`src/rtl/video_pkg.sv`:
```
// Shared types for the video pattern generator: runtime timing mode,
// pattern selector encoding and the colour-bar palette.
package video_pkg;

  // Field width of every timing value carried in VideoMode.
  localparam int VM_CNT_W = 12;

  typedef struct packed {
    logic [VM_CNT_W-1:0] h_sync;
    logic [VM_CNT_W-1:0] h_back_porch;
    logic [VM_CNT_W-1:0] h_active;
    logic [VM_CNT_W-1:0] h_front_porch;
    logic [VM_CNT_W-1:0] h_total;
    logic                h_sync_pol;
    logic [VM_CNT_W-1:0] v_sync;
    logic [VM_CNT_W-1:0] v_back_porch;
    logic [VM_CNT_W-1:0] v_active;
    logic [VM_CNT_W-1:0] v_front_porch;
    logic [VM_CNT_W-1:0] v_total;
    logic                v_sync_pol;
  } VideoMode;

  typedef enum logic [1:0] {
    PAT_BLACK = 2'd0,
    PAT_BARS  = 2'd1,
    PAT_FLASH = 2'd2,
    PAT_RAMP  = 2'd3
  } pattern_e;

  // Bar palette as {r,g,b} on/off bits: red, green, blue, white,
  // black, cyan, yellow, magenta.
  function automatic logic [2:0] bar_rgb(input logic [2:0] idx);
    case (idx)
      3'd0:    bar_rgb = 3'b100;
      3'd1:    bar_rgb = 3'b010;
      3'd2:    bar_rgb = 3'b001;
      3'd3:    bar_rgb = 3'b111;
      3'd4:    bar_rgb = 3'b000;
      3'd5:    bar_rgb = 3'b011;
      3'd6:    bar_rgb = 3'b110;
      default: bar_rgb = 3'b101;
    endcase
  endfunction

endpackage

```
`src/rtl/delayline.sv`:
```
// Fixed-length register pipeline with asynchronous active-low clear.
// CYCLES=0 degenerates to a wire.
module delayline #(
  parameter int CYCLES = 1,
  parameter int WIDTH  = 8
) (
  input  logic             clock,
  input  logic             reset_n,
  input  logic [WIDTH-1:0] din,
  output logic [WIDTH-1:0] dout
);

  if (CYCLES == 0) begin : g_bypass
    logic unused_ctrl;
    assign unused_ctrl = clock ^ reset_n;
    assign dout        = din;
  end else begin : g_pipe
    logic [WIDTH-1:0] stage [CYCLES];

    // Shift the data word one stage per clock; clear every stage on reset.
    // NOTE: this array is a chain of flops, not a RAM, so resetting every
    // entry is cheap and keeps the outputs at 0 while reset is held.
    // NOTE: non-blocking assignments make each stage take the previous
    // stage's old value, which is what gives one clock of delay per stage.
    always_ff @(posedge clock or negedge reset_n) begin
      if (!reset_n) begin
        for (int i = 0; i < CYCLES; i++) stage[i] <= '0;
      end else begin
        stage[0] <= din;
        for (int i = 1; i < CYCLES; i++) stage[i] <= stage[i-1];
      end
    end

    assign dout = stage[CYCLES-1];
  end

endmodule

```
`src/rtl/video_pattern_gen.sv`:
```
// Video timing and test-pattern generator. Produces HSYNC/VSYNC/DE from a
// runtime VideoMode and renders black, colour bars, a frame-periodic flash
// or a horizontal ramp. Outputs appear PIPE_DELAY+1 clocks after the
// counter state that produced them, all mutually aligned.
module video_pattern_gen
  import video_pkg::*;
#(
  parameter int CNT_W       = VM_CNT_W,
  parameter int COLOR_W     = 8,
  parameter int NUM_BARS    = 8,
  parameter int PIPE_DELAY  = 2,
  parameter int FRAME_CNT_W = 8
) (
  input  logic                   clock,
  input  logic                   reset_n,
  input  VideoMode               videoMode,
  input  logic [1:0]             pattern_sel,
  input  logic [FRAME_CNT_W-1:0] flash_period,
  input  logic [FRAME_CNT_W-1:0] flash_on,
  output logic [COLOR_W-1:0]     red,
  output logic [COLOR_W-1:0]     green,
  output logic [COLOR_W-1:0]     blue,
  output logic                   de,
  output logic                   hsync,
  output logic                   vsync,
  output logic                   frame_start,
  output logic                   flash_active
);

  localparam int BAR_SHIFT = $clog2(NUM_BARS);
  localparam int OUT_W     = 3*COLOR_W + 5;

  // Shadow configuration, stable for a whole frame.
  VideoMode               mode_q;
  pattern_e               pat_q;
  logic [FRAME_CNT_W-1:0] period_q;
  logic [FRAME_CNT_W-1:0] on_q;
  logic                   cfg_load_en;

  // Raster and frame counters.
  logic [CNT_W-1:0]       x_cnt;
  logic [CNT_W-1:0]       y_cnt;
  logic [FRAME_CNT_W-1:0] frame_cnt;

  // Timing fields at counter width and derived wrap points.
  logic [CNT_W-1:0] hs, hbp, ha, ht, vs, vbp, va, vt;
  logic [CNT_W-1:0] h_last, v_last;
  logic             x_wrap, y_wrap, frame_end;

  // Active-window bounds, wide enough that the sums never overflow.
  logic [CNT_W+1:0] h_start, h_end, v_start, v_end;
  logic             h_act, v_act;

  // Per-pixel generation results.
  logic [CNT_W-1:0]   xpos;
  logic [CNT_W-1:0]   bar_w;
  logic [2:0]         bar_idx;
  logic [2:0]         bar_bits;
  logic               flash_white;
  logic               de_c, hsync_c, vsync_c, fs_c, fa_c;
  logic [COLOR_W-1:0] red_c, green_c, blue_c;

  logic [OUT_W-1:0] gen_q;
  logic [OUT_W-1:0] pipe_out;

  // Front porches are implied by the totals and never compared directly.
  logic unused_porches;
  assign unused_porches = ^{mode_q.h_front_porch, mode_q.v_front_porch};

  // Config load strobe: held high through reset and the first clock after.
  always_ff @(posedge clock or negedge reset_n) begin
    if (!reset_n) cfg_load_en <= 1'b1;
    else          cfg_load_en <= 1'b0;
  end

  // Shadow config: reloads during reset and at each frame boundary only.
  // Deliberately no async reset, so these load from the live inputs
  // instead of from constants.
  always_ff @(posedge clock) begin
    if (cfg_load_en || frame_end) begin
      mode_q   <= videoMode;
      pat_q    <= pattern_e'(pattern_sel);
      period_q <= flash_period;
      on_q     <= flash_on;
    end
  end

  // Resize timing fields and derive counter wrap points; h_total=0 acts as 1.
  // NOTE: every variable gets a value before any branch, so no path through
  // the block can leave one unassigned and infer a latch.
  always_comb begin
    hs  = CNT_W'(mode_q.h_sync);
    hbp = CNT_W'(mode_q.h_back_porch);
    ha  = CNT_W'(mode_q.h_active);
    ht  = CNT_W'(mode_q.h_total);
    vs  = CNT_W'(mode_q.v_sync);
    vbp = CNT_W'(mode_q.v_back_porch);
    va  = CNT_W'(mode_q.v_active);
    vt  = CNT_W'(mode_q.v_total);

    h_last = (ht == '0) ? '0 : ht - CNT_W'(1);
    v_last = (vt == '0) ? '0 : vt - CNT_W'(1);

    x_wrap    = (x_cnt >= h_last);
    y_wrap    = (y_cnt >= v_last);
    frame_end = x_wrap && y_wrap;
  end

  // Raster counters: X every clock, Y on X wrap, both restart at the frame end.
  always_ff @(posedge clock or negedge reset_n) begin
    if (!reset_n) begin
      x_cnt <= '0;
      y_cnt <= '0;
    end else if (x_wrap) begin
      x_cnt <= '0;
      y_cnt <= y_wrap ? '0 : y_cnt + CNT_W'(1);
    end else begin
      x_cnt <= x_cnt + CNT_W'(1);
    end
  end

  // Flash frame counter: runs in every pattern, period 0 or 1 pins it at 0.
  always_ff @(posedge clock or negedge reset_n) begin
    if (!reset_n) begin
      frame_cnt <= '0;
    end else if (frame_end) begin
      if (period_q <= FRAME_CNT_W'(1))                  frame_cnt <= '0;
      else if (frame_cnt >= period_q - FRAME_CNT_W'(1)) frame_cnt <= '0;
      else                                              frame_cnt <= frame_cnt + FRAME_CNT_W'(1);
    end
  end

  // Sync levels, active window and active-area X coordinate.
  always_comb begin
    h_start = (CNT_W+2)'(hs) + (CNT_W+2)'(hbp);
    h_end   = h_start + (CNT_W+2)'(ha);
    v_start = (CNT_W+2)'(vs) + (CNT_W+2)'(vbp);
    v_end   = v_start + (CNT_W+2)'(va);

    h_act = ((CNT_W+2)'(x_cnt) >= h_start) && ((CNT_W+2)'(x_cnt) < h_end);
    v_act = ((CNT_W+2)'(y_cnt) >= v_start) && ((CNT_W+2)'(y_cnt) < v_end);
    de_c  = h_act && v_act;

    hsync_c = (x_cnt < hs) ? mode_q.h_sync_pol : ~mode_q.h_sync_pol;
    vsync_c = (y_cnt < vs) ? mode_q.v_sync_pol : ~mode_q.v_sync_pol;
    fs_c    = (x_cnt == '0) && (y_cnt == '0);

    xpos = x_cnt - h_start[CNT_W-1:0];
  end

  // Bar index by threshold compare instead of a divider; when h_active is
  // not a multiple of NUM_BARS the last bar absorbs the leftover pixels.
  always_comb begin
    bar_w   = ha >> BAR_SHIFT;
    bar_idx = '0;
    for (int k = 1; k < NUM_BARS; k++) begin
      if ((CNT_W+3)'(xpos) >= (CNT_W+3)'(k) * (CNT_W+3)'(bar_w)) bar_idx = 3'(k);
    end
    bar_bits = bar_rgb(bar_idx);
  end

  // Pixel colour per pattern; black outside the active window.
  always_comb begin
    flash_white = (frame_cnt < on_q);
    fa_c        = (pat_q == PAT_FLASH) && flash_white && de_c;
    red_c       = '0;
    green_c     = '0;
    blue_c      = '0;
    if (de_c) begin
      case (pat_q)
        PAT_BARS: begin
          red_c   = {COLOR_W{bar_bits[2]}};
          green_c = {COLOR_W{bar_bits[1]}};
          blue_c  = {COLOR_W{bar_bits[0]}};
        end
        PAT_FLASH: begin
          red_c   = {COLOR_W{flash_white}};
          green_c = {COLOR_W{flash_white}};
          blue_c  = {COLOR_W{flash_white}};
        end
        PAT_RAMP: begin
          red_c   = COLOR_W'(xpos);
          green_c = COLOR_W'(xpos);
          blue_c  = COLOR_W'(xpos);
        end
        default: ;
      endcase
    end
  end

  // Generation register: first of the PIPE_DELAY+1 output stages.
  always_ff @(posedge clock or negedge reset_n) begin
    if (!reset_n) gen_q <= '0;
    else          gen_q <= {red_c, green_c, blue_c, de_c, hsync_c, vsync_c, fs_c, fa_c};
  end

  delayline #(
    .CYCLES (PIPE_DELAY),
    .WIDTH  (OUT_W)
  ) u_delay (
    .clock   (clock),
    .reset_n (reset_n),
    .din     (gen_q),
    .dout    (pipe_out)
  );

  assign {red, green, blue, de, hsync, vsync, frame_start, flash_active} = pipe_out;

endmodule

```
`config.mk`:
```
export PLATFORM = sky130hd
export DESIGN_NAME = video_pattern_gen
export DESIGN_NICKNAME = d
export VERILOG_FILES = /design/src/rtl/video_pkg.sv /design/src/rtl/delayline.sv /design/src/rtl/video_pattern_gen.sv
export SDC_FILE = /design/constraint.sdc
export NUM_CORES = 1
export LEC_CHECK = 0
export CORE_MARGIN = 4
export CORE_UTILIZATION = 45
export DETAILED_ROUTE_END_ITERATION = 10
export PLACE_DENSITY = 0.73
export SYNTH_ARGS = -nofsm -noshare
export SYNTH_HDL_FRONTEND = slang
export SYNTH_SLANG_ARGS = --single-unit
```
`constraint.sdc`:
```
create_clock -name clock -period 5.8 [get_ports clock]
set_input_delay 1.74 -clock clock [delete_from_list [all_inputs] [get_ports clock]]
set_output_delay 1.74 -clock clock [all_outputs]
set_load 0.01 [all_outputs]
```
==> results of run 1 <==
==> metal layers <==
metal | vias to the layer above | GRT usage | wire length (um)
li1 | 5733 | - | -
met1 | 5573 | 0.2328 | 15410
met2 | 310 | 0.3346 | 18100
met3 | 89 | 0.03103 | 1978
met4 | 0 | 0.06198 | 1147
met5 | - | 0 | 0
==> where the power goes <==
group / internal, mW / switching, mW / total (mW) / leakage (nW)
clock: 0.928 / 0.696 / 1.62 / 0.427
combinational: 1.44 / 1.77 / 3.21 / 5.44
sequential: 1.85 / 0.138 / 1.99 / 2.78
total: 4.22 / 2.61 / 6.82 / 8.64
==> synth_stat cells, drive strengths merged, types with 18 or more instances <==
master / n
o21bai: 26
buf: 25
a21oi: 91
xor2: 42
nor2: 88
nand2: 73
xnor2: 55
ha: 259
o21ai: 81
dfrtp: 119
o21a: 20
edfxtp: 116
nor2b: 18
nor3: 40
inv: 118
a21o: 27
nand3: 44
nand2b: 28
==> worst paths after layout <==
path	to	slack [ns]	cells after the start
min reg2reg	u_delay.dout[27]	0.35	0
max in group asynchronous	x_cnt[9]	3.34	2
min in group asynchronous	u_delay.dout[25]	1.34	1
max	gen_q[24]	-0.07	27
min	u_delay.dout[27]	0.35	0
max reg2reg	gen_q[24]	-0.07	27
==> layout make-up <==
| class | count | area share |
|---|---|---|
| Clock buffer | 32 | 0.03934 |
| Clock inverter | 14 | 0.005799 |
| Inverter | 118 | 0.02333 |
| Multi-Input combinational cell | 1081 | 0.4613 |
| Sequential cell | 236 | 0.3417 |
| Tap cell | 455 | 0.02998 |
| Timing Repair Buffer | 196 | 0.09852 |
==> timing repair <==
item | CTS | global route
pin swaps | 7 | 16
endpoints found under the setup margin | 24 | 25
cloned | 0 | 0
gates resized for setup | 21 | 36
setup buffers | 3 | 4
==> kinds of logic after synthesis <==
| group | after synthesis | synth area share |
|---|---|---|
| xor+xnor | 97 | 0.05469 |
| mux | 3 | 0.001916 |
| buf+inv | 151 | 0.04240 |
| flops | 236 | 0.4140 |
| fa+ha+maj | 277 | 0.2285 |
| other cells | 1 | 0.0002393 |
| compound gates | 341 | 0.1420 |
| simple gates | 362 | 0.1162 |
==> per-stage QoR <==
step | instances | setup WS, ns | TNS, ns
after global routing | 2132 | -0.2615 | -4.270
after detailed placement | 2079 | -0.3835 | -6.069
after global placement | 2079 | -0.2519 | -3.262
after CTS | 2128 | -0.06164 | -0.1318
after floorplan | 1468 | 0.01416 | 0
final | 2132 | -0.06660 | -0.2144
==> registers in the layout, summed over array words and instances, names as in the netlist, 8 cells and up <==
signal                flops
on_q                      8
period_q                  8
frame_cnt                 8
hbp                      12
ha                       12
vs                       12
gen_q                    29
ht                       12
vt                       12
hs                       12
u_delay.g_pipe.stage     29
va                       12
vbp                      12
u_delay.dout             29
x_cnt                    12
y_cnt                    12
==> worst max-delay path: cells and delay by family (launching register included) <==
kind                       cells  cell delay (ns)
xor gates and xnor gates       1             0.17
adders and majority gates      4             1.07
DFF                            1             0.39
buffers and inverters          2             0.17
and+or+nand+nor                9             1.63
AOI/OAI and AO/OA             11             2.26
==> results.sh, run 1 <==
export IMPL_clock_latency_ns=0.56
export IMPL_async_flop_share=0.5085
export IMPL_synth_top_cells_by_area="edfxtp_1 (22%), ha_1 (21%), dfrtp_1 (19%)"
export IMPL_place_congestion=0.8926
export IMPL_cap_violations=0
export IMPL_critPathKind="register to register"
export IMPL_violations="negative setup slack"
export IMPL_layout_commonest_cell="ha_1"
export IMPL_maxClockFrequency_mhz=170.5
export IMPL_ant_nets=0
export IMPL_grt_pass1_vias=11979
export IMPL_wl_um=36640
export IMPL_cts_hold_buf=0
export IMPL_grt_remaining_overflow=0
export IMPL_multi_input_area_mm2=0.008760
export IMPL_finish_utilization=0.5510
export IMPL_fin_ws_ns=-0.06660
export IMPL_critPathMaxFanout=4
export IMPL_syn_nets=1885
export IMPL_hold_viol=0
export IMPL_synth_edf_count=116
export IMPL_powerDensity_mw_per_mm2=359.4
export IMPL_rsz0062_at_grt="yes"
export IMPL_fin_hold_ws_ns=0.3474
export IMPL_core_area_mm2=0.03446
export IMPL_n_fill_cell=2942
export IMPL_rows=68
export IMPL_vias=11705
export IMPL_startpoint_type="register"
export IMPL_synth_cells=1468
export IMPL_final_nets=2075
export IMPL_cp_startpoint="hs[0]"
export IMPL_drt_iter0_drc=535
export IMPL_grt_antenna_before_repair=0
export IMPL_dpl_instance_area_mm2=0.01785
export IMPL_avgSynthCellArea_um2=10.67
export IMPL_hold_path_startpoint="u_delay.g_pipe.stage[56]"
export IMPL_ir_drop_mv=0.2612
export IMPL_antenna_cells=0
export IMPL_clock_sinks=236
export IMPL_grtUsageTotal=0.1880
export IMPL_grt_max_degree=85
export IMPL_outcome="complete, but fails checks"
export IMPL_ys_ff_latch=236
export IMPL_drtPass1Iterations=5
export IMPL_netlist_area_mm2=0.01567
export IMPL_slew_headroom=0.3433
export IMPL_wl_per_cell_um=17.18
export IMPL_drive_above_1_share=0.08885
export IMPL_crit_top_cell="o31a_1"
export IMPL_grt_pass1_wl_um=59040
export IMPL_ys_warn_count=0
export IMPL_dp_hpwl_um=28080
export IMPL_port_buffers=146
export IMPL_slowest_delay_ns=0.47
export IMPL_cts_buffers=25
export IMPL_power_leakage_nw=8.643
export IMPL_cts_tree="yes"
export IMPL_netlist_area_leader_share=0.2223
export IMPL_synthFlopType="dfrtp_1"
export IMPL_die_area_mm2=0.03787
export IMPL_clkTransAtPathRegs_ns=0.07
export IMPL_stdcell_area_mm2=0.01899
export IMPL_areaGrowthSynthToFinish_pct=21.17
export IMPL_synth_seq_area_share=0.4140
export IMPL_setup_viol=8
export IMPL_clk_path_buf_depth=3
export IMPL_report_final_slew_viol_count=0
export IMPL_die_x_um=194.6
export IMPL_cts_root_buffer="clkbuf_16"
export IMPL_total_power_mw=6.824
export IMPL_crit_path_top_delay_cell="or4b_4"
export IMPL_finalCriticalPeriod_ns=5.867
export IMPL_hold_path_class="register to register"
export IMPL_io_pins=171
export IMPL_die_h_um=194.6
export IMPL_synth_area_leader_cell="edfxtp_1"
export IMPL_viasPerCell=5.490
export IMPL_cp_required_ns=6.19
export IMPL_htreeDepth=1
export IMPL_start_util=0.4548
export IMPL_fin_crit_sh=1.011
export IMPL_drc_errors=0
export IMPL_tightest_slew_ns=0.9851
export IMPL_endpoint_kind="register"
export IMPL_r2r_start="hs[0]"
export IMPL_seq_area_mm2=0.006487
export IMPL_skew_ns=0.01268
export IMPL_crit_arrival_ns=6.26
export IMPL_most_common_layout_cells="ha_1 (257), clkdlybuf4s50_1 (145), dfrtp_1 (119)"
export IMPL_ys_types=75
Power figures use the tool's default switching activity.
==> run 2, diff against run 1 <==
--- a/config.mk
+++ b/config.mk
@@ -8,7 +8,9 @@
 export CORE_MARGIN = 4
 export CORE_UTILIZATION = 45
 export DETAILED_ROUTE_END_ITERATION = 10
-export PLACE_DENSITY = 0.73
+export PLACE_DENSITY = 0.71
+export RECOVER_POWER = 100
+export REMOVE_ABC_BUFFERS = 1
 export SYNTH_ARGS = -nofsm -noshare
 export SYNTH_HDL_FRONTEND = slang
 export SYNTH_SLANG_ARGS = --single-unit
==> constraint.sdc (replaced) <==
create_clock -name clock -period 5.7 [get_ports clock]
set_input_delay 1.71 -clock clock [delete_from_list [all_inputs] [get_ports clock]]
set_output_delay 1.71 -clock clock [all_outputs]
set_load 0.01 [all_outputs]
==> results.sh, run 2 (same netlist as run 1, synthesis figures left out) <==
export IMPL_r2r_start="hs[0]"
export IMPL_total_power_mw=6.990
export IMPL_startpoint_type="register"
export IMPL_worst_r2r_cell_count=28
export IMPL_outcome="complete, but fails checks"
export IMPL_wl_um=35210
export IMPL_grt_pass1_wl_um=57900
export IMPL_port_buffers=146
export IMPL_ant_nets=0
export IMPL_cp_required_ns=6.11
export IMPL_layout_commonest_cell="ha_1"
export IMPL_cts_tree="yes"
export IMPL_crit_path_end="gen_q[27]"
export IMPL_core_area_mm2=0.03446
export IMPL_drive_above_1_share=0.09252
export IMPL_cts_buffers=26
export IMPL_fin_ws_ns=-0.2515
export IMPL_clock_sinks=236
export IMPL_grt_antenna_before_repair=1
export IMPL_power_leakage_nw=8.842
export IMPL_ir_drop_mv=0.2940
export IMPL_tightest_slew_ns=2.063
export IMPL_htreeDepth=1
export IMPL_grt_max_degree=85
export IMPL_slowest_delay_ns=0.46
export IMPL_skew_ns=0.01437
export IMPL_viasPerCell=5.392
export IMPL_crit_arrival_ns=6.37
export IMPL_clkTransAtPathRegs_ns=0.06
export IMPL_powerDensity_mw_per_mm2=366.0
export IMPL_place_congestion=0.8986
export IMPL_die_x_um=194.6
export IMPL_start_util=0.4548
export IMPL_maxClockFrequency_mhz=168.0
export IMPL_most_common_layout_cells="ha_1 (257), dlygate4sd3_1 (145), dfrtp_1 (119)"
export IMPL_rows=68
export IMPL_critPathKind="register to register"
export IMPL_r2r_end="gen_q[27]"
export IMPL_fin_crit_sh=1.044
export IMPL_hold_viol=0
export IMPL_drtPass1Iterations=5
export IMPL_clk_path_buf_depth=3
export IMPL_crit_path_top_delay_cell="or4b_4"
export IMPL_die_h_um=194.6
export IMPL_dp_slack_ns=-0.4464
export IMPL_io_pins=171
export IMPL_rsz0062_at_grt="yes"
export IMPL_grt_remaining_overflow=0
export IMPL_clock_latency_ns=0.55
export IMPL_finalCriticalPeriod_ns=5.952
export IMPL_critPathMaxFanout=4
export IMPL_areaGrowthSynthToFinish_pct=21.90
export IMPL_dp_hpwl_um=27220
export IMPL_drc_errors=0
export IMPL_reg2reg_setup_slack_ns=-0.25
export IMPL_final_nets=2094
export IMPL_die_area_mm2=0.03787
export IMPL_wl_per_cell_um=16.35
export IMPL_cp_startpoint="hs[0]"
export IMPL_slew_headroom=-0.3750
export IMPL_hold_path_class="register to register"
export IMPL_drt_iter0_drc=572
export IMPL_setup_viol=24
export IMPL_grtUsageTotal=0.1830
export IMPL_report_final_slew_viol_count=123
export IMPL_vias=11610
export IMPL_grt_pass1_vias=12220
export IMPL_violations="max-capacitance violations, max-slew violations, negative setup slack"
export IMPL_cap_violations=2
export IMPL_cts_root_buffer="clkbuf_16"
export IMPL_endpoint_kind="register"
run 2: layout make-up:
cell class              count  area (um^2)
repair buffers            214         1971
clock inverters            17        235.2
fillers                  2955        15360
diodes                      1        2.502
inverters                 118        442.9
clock buffers              31        700.7
multi-input cells        1081         8693
well taps                 455        569.3
flip-flops and latches    236         6487
run 2: what timing repair did:
item	in CTS	in global routing
hold buffers	0	0
pin swaps	11	10
setup endpoints to repair	24	24
endpoints found under the hold margin	0	0
setup buffers	13	3
gates resized for setup	25	20
run 2: stage by stage:
step                TNS [ns]  cells    util  hold slack, ns  instance area (um^2)
floorplan            -129.76   1435       -          0.3312                 15450
global placement      -5.114   2090  0.5199          0.3327                 17910
global route          -10.25   2153  0.5544          0.3533                 19100
detailed placement    -8.722   2090  0.5199          0.3347                 17910
finish                -4.083   2153  0.5544          0.3463                 19100
CTS                   -1.067   2150  0.5525          0.3477                 19040
run 2: worst min path at each step:
stage	startpoint	endpoint	slack, ns	cells past startpoint
finish	gen_q[24]	u_delay.g_pipe.stage[53]	0.35	0
CTS	gen_q[11]	u_delay.g_pipe.stage[40]	0.35	0
global placement	gen_q[15]	u_delay.g_pipe.stage[44]	0.33	0
global route	u_delay.g_pipe.stage[35]	u_delay.dout[6]	0.35	0
floorplan	u_delay.g_pipe.stage[29]	u_delay.dout[0]	0.33	0
detailed placement	u_delay.g_pipe.stage[29]	u_delay.dout[0]	0.33	0
run 2: critical path, delay by kind of cell (launching register included):
family / cells / cell delay, ns
AOI/OAI and AO/OA: 10 / 2.24
xor gates and xnor gates: 1 / 0.14
adders and majority gates: 4 / 1.04
buffers and inverters: 3 / 0.26
DFF: 1 / 0.40
and+or+nand+nor: 10 / 1.74
run 2: metal layers:
metal	routed length, um	vias to the layer above	track usage	part of all wire
met2	17410	259	0.3297	0.49
li1	-	5776	-	-
met1	15000	5494	0.2230	0.43
met4	1252	0	0.06536	0.036
met5	0	-	0	0
met3	1553	81	0.02721	0.044
run 2: where the power goes:
group,switching [mW],internal (mW),total (mW)
clock network,0.701,1.07,1.77
registers,0.133,1.88,2.02
logic,1.73,1.47,3.20
total,2.57,4.42,6.99
==> run 3, diff against run 2 <==
--- a/config.mk
+++ b/config.mk
@@ -7,6 +7,7 @@
 export LEC_CHECK = 0
 export CORE_MARGIN = 4
 export CORE_UTILIZATION = 45
+export CTS_CLUSTER_SIZE = 20
 export DETAILED_ROUTE_END_ITERATION = 10
 export PLACE_DENSITY = 0.71
 export RECOVER_POWER = 100
==> results of run 3 <==
No change in the layout: final DEF, timing and power equal those of run 2.
==> RTL change 1 (flow settings as in run 1) <==
Set the package constant `VM_CNT_W` to 24 (it was 12).
--- a/src/rtl/video_pkg.sv
+++ b/src/rtl/video_pkg.sv
@@ -3,7 +3,7 @@
 package video_pkg;
 
   // Field width of every timing value carried in VideoMode.
-  localparam int VM_CNT_W = 12;
+  localparam int VM_CNT_W = 24;
 
   typedef struct packed {
     logic [VM_CNT_W-1:0] h_sync;
Ports: changed (resized videoMode); port bits go from 171 to 291. No check against the original RTL was run, so the function may have changed too.
==> RTL change 1 against run 1 <==
The flow still finishes with violations (negative setup slack); cell area up 99%; synthesized area up 87%; worst setup slack worse by 0.71 ns; power up 44%; synthesized cell count up 100%; routed wire length up 120%; sequential cell count up 120; clock power up 55%.
==> RTL change 1: results (changes against run 1) <==
| Metric | Value |
|---|---|
| Placed cell area | `35700 sq um (was 17800 sq um)` |
| Slowest cell on the critical path | `a2111oi_4 (was or4b_4)` |
| Fillers | `5504 (was 2942)` |
| Drt wl/cell | `18.2 um (was 17.2 um)` |
| Worst Path Max Fanout | `3 (was 4)` |
| Largest cells by area after synthesis | `ha_1 23%, edfxtp_1 22%, dfrtp_1 12% (was edfxtp_1 22%, ha_1 21%, dfrtp_1 19%)` |
| Worst VDD drop | `248 uV (was 261 uV)` |
| M1 wire length | `37.8 mm (was 15.4 mm)` |
| Status | `complete, but fails checks (unchanged)` |
| Worst Path Arrival | `7.01 ns (was 6.26 ns)` |
| Dominant synthesized flop cell | `edfxtp_1 (was dfrtp_1)` |
| Clock latency on the worst-skew pair | `0.59 ns (was 0.56 ns)` |
| Setup TNS | `-17.89 ns (was -0.214 ns)` |
| Failing checks | `negative setup slack (unchanged)` |
| Met1 global-route usage | `32.0% (was 23.3%)` |
| Max stage delay on crit path | `0.40 ns (was 0.47 ns)` |
| Slew HR | `34.1% (was 34.3%)` |
| DRT iter0 DRCs | `1595 (was 535)` |
| Resize count post-CTS | `74 (was 21)` |
| Post-place setup slack | `-1.47 ns (was -0.383 ns)` |
| Initial antenna violation count | `4 (was 0)` |
| Setup ws final | `-0.774 ns (was -0.0666 ns)` |
| GR met3 Demand/Resource | `3.98% (was 3.10%)` |
| Post-synthesis sequential area ratio | `34.0% (was 41.4%)` |
| Total CTS buffers | `40 (was 25)` |
| Setup Skew | `0.0296 ns (was 0.0127 ns)` |
| Vias in the first global route | `23800 (was 12000)` |
| Setup bufs post-CTS | `17 (was 3)` |
| Vias per Instance | `5.49 (about the same)` |
| Compound-gate portion of the synthesized area | `16.7% (was 14.2%)` |
| Port-buffer cells | `242 (was 146)` |
| Post-synth EDFFs | `212 (was 116)` |
| Largest net degree at the start of global routing | `164 (was 85)` |
| Post-synthesis adder-cell area fraction | `24.8% (was 22.9%)` |
| Finish-stage setup viols | `26 (was 8)` |
[RTL change 1: cell type report]
type	instances	area share, %
multi-input combinational	2352	50.4
antenna	4	0.0265
inverter	210	2.08
clock inverter	16	0.526
clock buffer	58	2.93
tap	855	2.83
sequential	356	26.4
timing repair buffer	660	14.9
[RTL change 1: metrics by stage]
stage / std cells / power [mW]
global route: 4511 / 10.5
floorplan: 2962 / 5.44
CTS: 4498 / 9.73
global placement: 4407 / 6.98
finish: 4511 / 9.82
detailed placement: 4407 / 7.06
[RTL change 1: final timing paths]
kind / start / end / depth (start not counted)
worst max-delay path: hs[0] / gen_q[11] / 30
worst max register to register: hs[0] / gen_q[11] / 30
worst min register to register: gen_q[2] / u_delay.g_pipe.stage[31] / 0
max in group asynchronous: reset_n / cfg_load_en / 2
worst min-delay path: gen_q[2] / u_delay.g_pipe.stage[31] / 0
min in group asynchronous: reset_n / u_delay.dout[11] / 1
==> RTL change 2 (settings of run 1) <==
Made on the original files. Register the output `red`, with the module's reset; this adds one clock of latency there. The other outputs are not delayed to match.
--- a/src/rtl/video_pattern_gen.sv
+++ b/src/rtl/video_pattern_gen.sv
@@ -30,6 +30,8 @@
   localparam int BAR_SHIFT = $clog2(NUM_BARS);
   localparam int OUT_W     = 3*COLOR_W + 5;
 
+  logic [COLOR_W-1:0] red_d;
+
   // Shadow configuration, stable for a whole frame.
   VideoMode               mode_q;
   pattern_e               pat_q;
@@ -204,7 +206,15 @@
     .dout    (pipe_out)
   );
 
-  assign {red, green, blue, de, hsync, vsync, frame_start, flash_active} = pipe_out;
+  assign {red_d, green, blue, de, hsync, vsync, frame_start, flash_active} = pipe_out;
+
+  always_ff @(posedge clock or negedge reset_n) begin
+    if (!reset_n) begin
+      red <= '0;
+    end else begin
+      red <= red_d;
+    end
+  end
 
 endmodule
 
Function: changed (a bounded check fails within 4 cycles, from zero or initial values and one cycle with reset_n low).
==> RTL change 2 against run 1 <==
Largest cell class unchanged; sequential share of layout area grew 1.2 points; combinational power shrank 5%; routed wire length shrank 4.8%; sequential cell count grew 8; worst setup slack gained 0.40 ns; hold slack lost 0.0020 ns; synthesized area grew 0.78%; maximum frequency grew 7.3%; clock power grew 6%; power shrank 0.75%; cell area shrank 0.42%; global-route usage shrank 0.86 points.
==> RTL change 2: results (changes against run 1) <==
| Metric | Value |
|---|---|
| Drt wl/cell | `16.5 um (was 17.2 um)` |
| Synth cell types | `76 (was 75)` |
| Reg-to-reg startpoint | `vs[0] (was hs[0])` |
| Multiplexer area fraction after synthesis | `0.190% (was 0.192%)` |
| First-pass GRT wire length | `57.0 mm (was 59.0 mm)` |
| HP Start | `u_delay.dout[23] (was u_delay.g_pipe.stage[56])` |
| Reg2Reg Setup Slack | `0.33 ns (was -0.07 ns)` |
| Post-synthesis adder-cell area fraction | `22.5% (was 22.9%)` |
| Placed cell area | `17900 sq um (was 17800 sq um)` |
| All-Layer GR Usage | `17.9% (was 18.8%)` |
| Gpl congestion | `0.907 (was 0.893)` |
| Worst VDD drop | `332 uV (was 261 uV)` |
| Fillers | `2991 (was 2942)` |
| Fraction of layout cells with a size suffix above 1 | `6.75% (was 8.88%)` |
| Largest cells by area after synthesis | `edfxtp_1 22%, ha_1 21%, dfrtp_1 20% (was edfxtp_1 22%, ha_1 21%, dfrtp_1 19%)` |
| Slowest cell on the critical path | `a2111o_1 (was or4b_4)` |
| M1 wire length | `16.4 mm (was 15.4 mm)` |
| Worst Path Max Fanout | `8 (was 4)` |
| Nonclk buf count | `176 (was 196)` |
| Syn nets | `1873 (was 1885)` |
| Reg2Reg Depth | `23 (was 27)` |
| Multi-input gates | `1070 (was 1081)` |
| RR Endpoint | `gen_q[15] (was gen_q[24])` |
| Compound-gate portion of the synthesized area | `15.0% (was 14.2%)` |
| Final clock-cell share | `4.94% (was 4.51%)` |
| Total length of routed met2 wires | `16.2 mm (was 18.1 mm)` |
| GR met3 Demand/Resource | `2.61% (was 3.10%)` |
| Inverters | `119 (was 118)` |
| Vias in the first global route | `11500 (was 12000)` |
| Synth Register Bits | `244 (was 236)` |
| Hold Path End | `red[2] (was u_delay.dout[27])` |
| Fraction of registers with async set/reset | `52.5% (was 50.8%)` |
| Buffer share of cell area | `8.99% (was 9.85%)` |
| Post-synthesis xor/xnor area fraction | `5.66% (was 5.47%)` |
| Static leakage | `8.76 nW (was 8.64 nW)` |
| M2 GR Usage | `29.9% (was 33.5%)` |
| Status | `finished, final reports clean (was complete, but fails checks)` |
| CLK BUF | `41 (was 32)` |
| Nets | `2055 (was 2075)` |
| Total CTS buffers | `27 (was 25)` |
| Met1 global-route usage | `25.0% (was 23.3%)` |
| Final HPWL DP | `26.9 mm (was 28.1 mm)` |
| P_clk | `1.72 mW (was 1.62 mW)` |
| DRT iter0 DRCs | `654 (was 535)` |
| Worst setup path endpoint | `gen_q[15] (was gen_q[24])` |
| Worst-Margin Slew | `0.886 ns (was 0.985 ns)` |
| Post-synthesis sequential area ratio | `42.3% (was 41.4%)` |
| Largest net degree at the start of global routing | `95 (was 85)` |
| Internal power | `4.31 mW (was 4.22 mW)` |
| Comb power | `3.04 mW (was 3.21 mW)` |
## RTL change 2: changes by cell type in the layout (fill, tap and decap cells not counted), moves of 7 or more
cell      change
buf_4        -17
dfrtp_1       +8
nor2_1       +10
o21bai_1      -7
a21o_1       +13
o21ai_2       -7
xor2_1        +7
nand3_1      -19
## RTL change 2: metrics by stage
stage | power [mW] | hold WS, ns | util, % | cells | setup WS [ns]
after floorplan | 4.06 | 0.331 | - | 1456 | 0.724
after global placement | 4.90 | 0.332 | 51.8 | 2061 | 0.266
after detailed placement | 5.00 | 0.336 | 51.8 | 2061 | 0.136
after CTS | 6.77 | 0.349 | 54.5 | 2111 | 0.104
after global routing | 7.31 | 0.352 | 54.7 | 2114 | 0.00192
final | 6.77 | 0.345 | 54.7 | 2114 | 0.332
## RTL change 2: timing repair
action,4_1_cts,5_1_grt
endpoints found under the setup margin,0,24
hold buffers,0,0
resized for setup,0,14
setup buffers,0,3
